--- src/rtl/axis_ready_pipeline_mover_pkg.sv ---
// Shared helpers for the ready-pipelined AXI-stream slice: pointer sizing and
// parameter legality, so that an illegal configuration stops elaboration.
package axis_ready_pipeline_mover_pkg;

  function automatic int clog2(input int n);
    int r;
    r = 0;
    while ((1 << r) < n) r++;
    return (r < 1) ? 1 : r;
  endfunction

  // Fewer than READY_DEEP+1 entries cannot absorb the beats already accepted on stale ready.
  function automatic bit params_legal(input int ready_deep, input int depth);
    return (ready_deep >= 1) && (depth >= ready_deep + 1);
  endfunction

endpackage

--- src/rtl/axis_ready_pipeline_mover_delay_line.sv ---
// axis_ready_delay_line: STAGES-deep, reset-to-0 bit shift register for
// ready/credit paths.
module axis_ready_delay_line #(
  parameter int STAGES = 1
) (
  input  logic clk,
  input  logic rst,
  input  logic d_i,
  output logic q_o
);

  logic [STAGES-1:0] pipe_q;

  if (STAGES == 1) begin : g_one
    always_ff @(posedge clk) begin
      if (rst) pipe_q[0] <= 1'b0;
      else     pipe_q[0] <= d_i;
    end
  end else begin : g_multi
    always_ff @(posedge clk) begin
      if (rst) pipe_q <= '0;
      else     pipe_q <= {pipe_q[STAGES-2:0], d_i};
    end
  end

  assign q_o = pipe_q[STAGES-1];

endmodule

--- src/rtl/axis_ready_pipeline_mover.sv ---
// AXI-stream slice with a registered ready path: a circular skid buffer soaks up
// the beats accepted while the READY_DEEP-stage ready pipe catches up.
module axis_ready_pipeline_mover
  import axis_ready_pipeline_mover_pkg::*;
#(
  parameter int               WIDTH      = 1,
  parameter int               READY_DEEP = 1,
  parameter int               DEPTH      = 2 * READY_DEEP,
  parameter bit               DATA_INIT  = 1'b0,
  parameter logic [WIDTH-1:0] DATA_DEF   = '0
) (
  input  logic             clk,
  input  logic             rst,
  input  logic             s_in_valid,
  output logic             s_in_ready,
  input  logic [WIDTH-1:0] s_in_data,
  output logic             m_out_valid,
  input  logic             m_out_ready,
  output logic [WIDTH-1:0] m_out_data,
  output logic             move_valid,
  output logic             ovf
);

  localparam int PW = clog2(DEPTH);
  localparam int OW = clog2(DEPTH + 1);
  localparam logic [PW-1:0] PTR_LAST = PW'(DEPTH - 1);
  localparam logic [OW-1:0] OCC_FULL = OW'(DEPTH);
  localparam logic [OW-1:0] RDY_LIM  = OW'(DEPTH - READY_DEEP);

  if (!params_legal(READY_DEEP, DEPTH)) begin : g_bad_params
    $error("axis_ready_pipeline_mover: need READY_DEEP >= 1 and DEPTH >= READY_DEEP+1");
  end

  logic [WIDTH-1:0] mem_q [DEPTH];
  logic [PW-1:0]    wr_ptr_q, rd_ptr_q;
  logic [OW-1:0]    occ_q, occ_d;
  logic             ovf_q;
  logic             push, pop, full, wr_en, ready_d;

  assign full  = (occ_q == OCC_FULL);
  assign push  = s_in_valid & s_in_ready;
  assign pop   = m_out_valid & m_out_ready;
  // A push into a full buffer without a pop is dropped and flagged, never stored.
  assign wr_en = push & (~full | pop);

  always_comb begin
    occ_d = occ_q;
    if (wr_en & ~pop)      occ_d = occ_q + 1'b1;
    else if (~wr_en & pop) occ_d = occ_q - 1'b1;
  end

  assign ready_d = (occ_d <= RDY_LIM);

  axis_ready_delay_line #(
    .STAGES (READY_DEEP)
  ) u_ready_pipe (
    .clk (clk),
    .rst (rst),
    .d_i (ready_d),
    .q_o (s_in_ready)
  );

  always_ff @(posedge clk) begin
    if (rst) begin
      wr_ptr_q <= '0;
      rd_ptr_q <= '0;
      occ_q    <= '0;
      ovf_q    <= 1'b0;
    end else begin
      occ_q <= occ_d;
      if (wr_en) wr_ptr_q <= (wr_ptr_q == PTR_LAST) ? '0 : wr_ptr_q + 1'b1;
      if (pop)   rd_ptr_q <= (rd_ptr_q == PTR_LAST) ? '0 : rd_ptr_q + 1'b1;
      if (push & full & ~pop) ovf_q <= 1'b1;
    end
  end

  if (DATA_INIT) begin : g_mem_init
    always_ff @(posedge clk) begin
      if (rst) begin
        for (int i = 0; i < DEPTH; i++) mem_q[i] <= DATA_DEF;
      end else if (wr_en) begin
        mem_q[wr_ptr_q] <= s_in_data;
      end
    end
  end else begin : g_mem_plain
    always_ff @(posedge clk) begin
      if (wr_en) mem_q[wr_ptr_q] <= s_in_data;
    end
  end

  assign m_out_valid = (occ_q != '0);
  assign m_out_data  = mem_q[rd_ptr_q];
  assign move_valid  = push;
  assign ovf         = ovf_q;

endmodule

--- config.mk ---
export PLATFORM = sky130hd
export DESIGN_NAME = axis_ready_pipeline_mover
export DESIGN_NICKNAME = d
export VERILOG_FILES = /design/src/rtl/axis_ready_pipeline_mover_pkg.sv /design/src/rtl/axis_ready_pipeline_mover_delay_line.sv /design/src/rtl/axis_ready_pipeline_mover.sv
export SDC_FILE = /design/constraint.sdc
export NUM_CORES = 1
export LEC_CHECK = 0
export ABC_AREA = 1
export BUFFER_PORTS_ARGS = -buffer_cell sky130_fd_sc_hd__buf_4
export CAP_MARGIN = 20
export CORE_AREA = 4 4 42 44
export DETAILED_ROUTE_END_ITERATION = 12
export DIE_AREA = 0 0 46 48
export GPL_ROUTABILITY_DRIVEN = 0
export PLACE_DENSITY = 0.59
export SYNTH_ARGS = -nofsm -noshare
export SYNTH_HDL_FRONTEND = slang
export SYNTH_HIERARCHICAL = 1
export SYNTH_SLANG_ARGS = --single-unit
--- constraint.sdc ---
create_clock -name clk -period 1.1 [get_ports clk]
set_input_delay 0.22 -clock clk [delete_from_list [all_inputs] [get_ports clk]]
set_output_delay 0.22 -clock clk [all_outputs]
set_load 0.05 [all_outputs]
==> results.toml <==
[outcome]
status = "complete, but fails checks"
violations = "negative setup slack"

[layout]
antenna_cells = 0
fin_cells = 91
drive_above_1_share = 0.747
nets = 83
final_common_cell = "buf_4"
final_util = 0.580
synthToLayoutAreaGrowth_pct = 93.6
final_cell_mix = "11 x buf_4, 7 x buf_6, 5 x nor2_1"

[yosys]
synth-seq-cells = 9
synth_largest_area_cell = "dfxtp_1"
synthDistinctLibCells = 16
seq_area_frac_synth = 0.465
syn_avg_cell_area_sq_um = 8.61
syn-num-nets = 57
syn_area_sq_um = 430
synth_top_area_share = 0.326
ys_warn_count = 6
netlist_instances = 50
synthTopCellsByArea = "dfxtp_1 33%, edfxtp_1 14%, nand2_2 10%, inv_1 6.1%, nor2_1 6.1%"

[detailed_routing]
wl_per_cell_microns = 12.9
route.detailed.drc = 0
drt_iter0_markers = 2
postRouteAntennaNets = 0
drt-pass1-iter-count = 2
via_per_inst = 4.51
drt_wl_total_microns = 1180
vias = 410

[grt]
grt_max_degree = 8
antenna_found_initial = 0
grt_pass1_wl_microns = 1760
grt_usage = 0.118
grt_pass1_vias = 432
grt.overflow.total = 0

[clock_tree]
cts_buffer_depth = 2
cts_tree = "done"
clkLatencyLatePin_ns = 0.27
clock-sinks = 9
cts_buffers = 3
cts-root-buf = "clkbuf_4"
htreeDepth = 1
clk_pin_slew_worst_paths_ns = 0.06
ctsHoldBuffers = 0

[floorplan]
die-area_sq_um = 2210
io_pins = 10
rows = 14
start_util = 0.300
die_h_microns = 48
core_sq_um = 1440
die_x_microns = 46

[sta]
finalSetupViolations = 12
tightest_slew_ns = 0.223
rsz0062_at_grt = "yes"
clock.fmax_mhz = 768
hold_slack_ns = 0.140
maxSlewHeadroom = 0.851
skew_ns = 0.00388
report.final.hold_viol_count = 0
fin_ws_ns = -0.202
finalCriticalPeriod_ns = 1.30
finalMaxSlewViolations = 0
fin_crit_sh = 1.18

[worst_setup_path]
r2r_setup_slack_ns = -0.11
crit_chain = "mux2_4 > buf_8"
slowest_stage = "edfxtp_1"
ff2ff_path_depth = 7
path_max_fanout = 1
worstReg2RegStart = "occ_q[1]"
startpoint_type = "register"
r2r_end = "mem_q[0]"
end_kind = "primary output"
critPathKind = "register to primary output"
critical_path.max_stage_delay_ns = 0.38
crit_arrival_ns = 1.08
required_ns = 0.88

[power]
power_leakage_nw = 0.357
cellPowerDensity_nw_per_um2 = 3350
irDropWorstVdd_uv = 1470

[place]
dp_hpwl_microns = 656
dp_cells = 79
dp_slack_ns = -0.113
port_buffers = 9

[hold_path]
hold_start = "s_in_data"
min_path_cells = 1
hold_path_end = "mem_q[0]"
min_path_type = "input pin to register"

[run]
drv_cap = 0
## Yosys cell counts (all sizes together)
library cell and n:
mux2 1, nand3 6, a21oi 2, nor2 10, xor2 1, nand2 9
inv 9, edfxtp 2, dfxtp 7, a31oi 1, ha 2
## metrics by stage
step | instance area, sq um | TNS [ns] | total power [mW]
floorplan | 463 | -0.265 | 1.46
global placement | 581 | -0.342 | 1.77
detailed placement | 581 | -0.404 | 1.79
CTS | 793 | -0.742 | 2.67
global route | 833 | -1.49 | 2.97
finish | 833 | -0.966 | 2.79
## worst max path at each step
stage,start,slack (ns),endpoint,cells after the start
floorplan,occ_q[1],-0.13,mem_q[0],7
global placement,occ_q[0],-0.09,mem_q[0],7
detailed placement,occ_q[1],-0.11,mem_q[0],7
CTS,mem_q[0],-0.18,m_out_data,2
global route,mem_q[0],-0.22,m_out_data,2
finish,mem_q[0],-0.20,m_out_data,2
## cell type report
cell class              instances  area (sq um)
fillers                       119           603
multi-input cells              32           320
flip-flops and latches          9           211
repair buffers                 21           206
inverters                       9          48.8
clock buffers                   4          26.3
well taps                      16          20.0
## routing by layer
metal | wire length (microns) | track usage
met5 | 0 | 0
met4 | 46 | 0.119
met3 | 43 | 0.0150
met2 | 688 | 0.206
met1 | 399 | 0.118
## timing repair
action                     4_1_cts  5_1_grt
gates cloned                     0        0
setup endpoints to repair       12       12
resized for setup               31        9
setup buffers                    8        0
pin swaps                       10        5
## where the power goes
group          leakage, nW  switching [mW]  internal, mW
Sequential          0.0782           0.109         0.486
Combinational        0.263            1.03         0.899
Clock               0.0150           0.126         0.140
Total                0.357            1.27          1.53
## worst max-delay path: cells and delay by family (launching register included)
family | cells | cell delay, ns
buffers and inverters | 1 | 0.15
DFF | 1 | 0.38
muxes | 1 | 0.29
## logic make-up after synthesis
logic type / synth area share
xor+xnor: 0.0204
flops: 0.465
mux: 0.0262
compound gates: 0.0465
fa+ha+maj: 0.0581
simple gates: 0.305
buf+inv: 0.0785
Power figures use the tool's default switching activity.
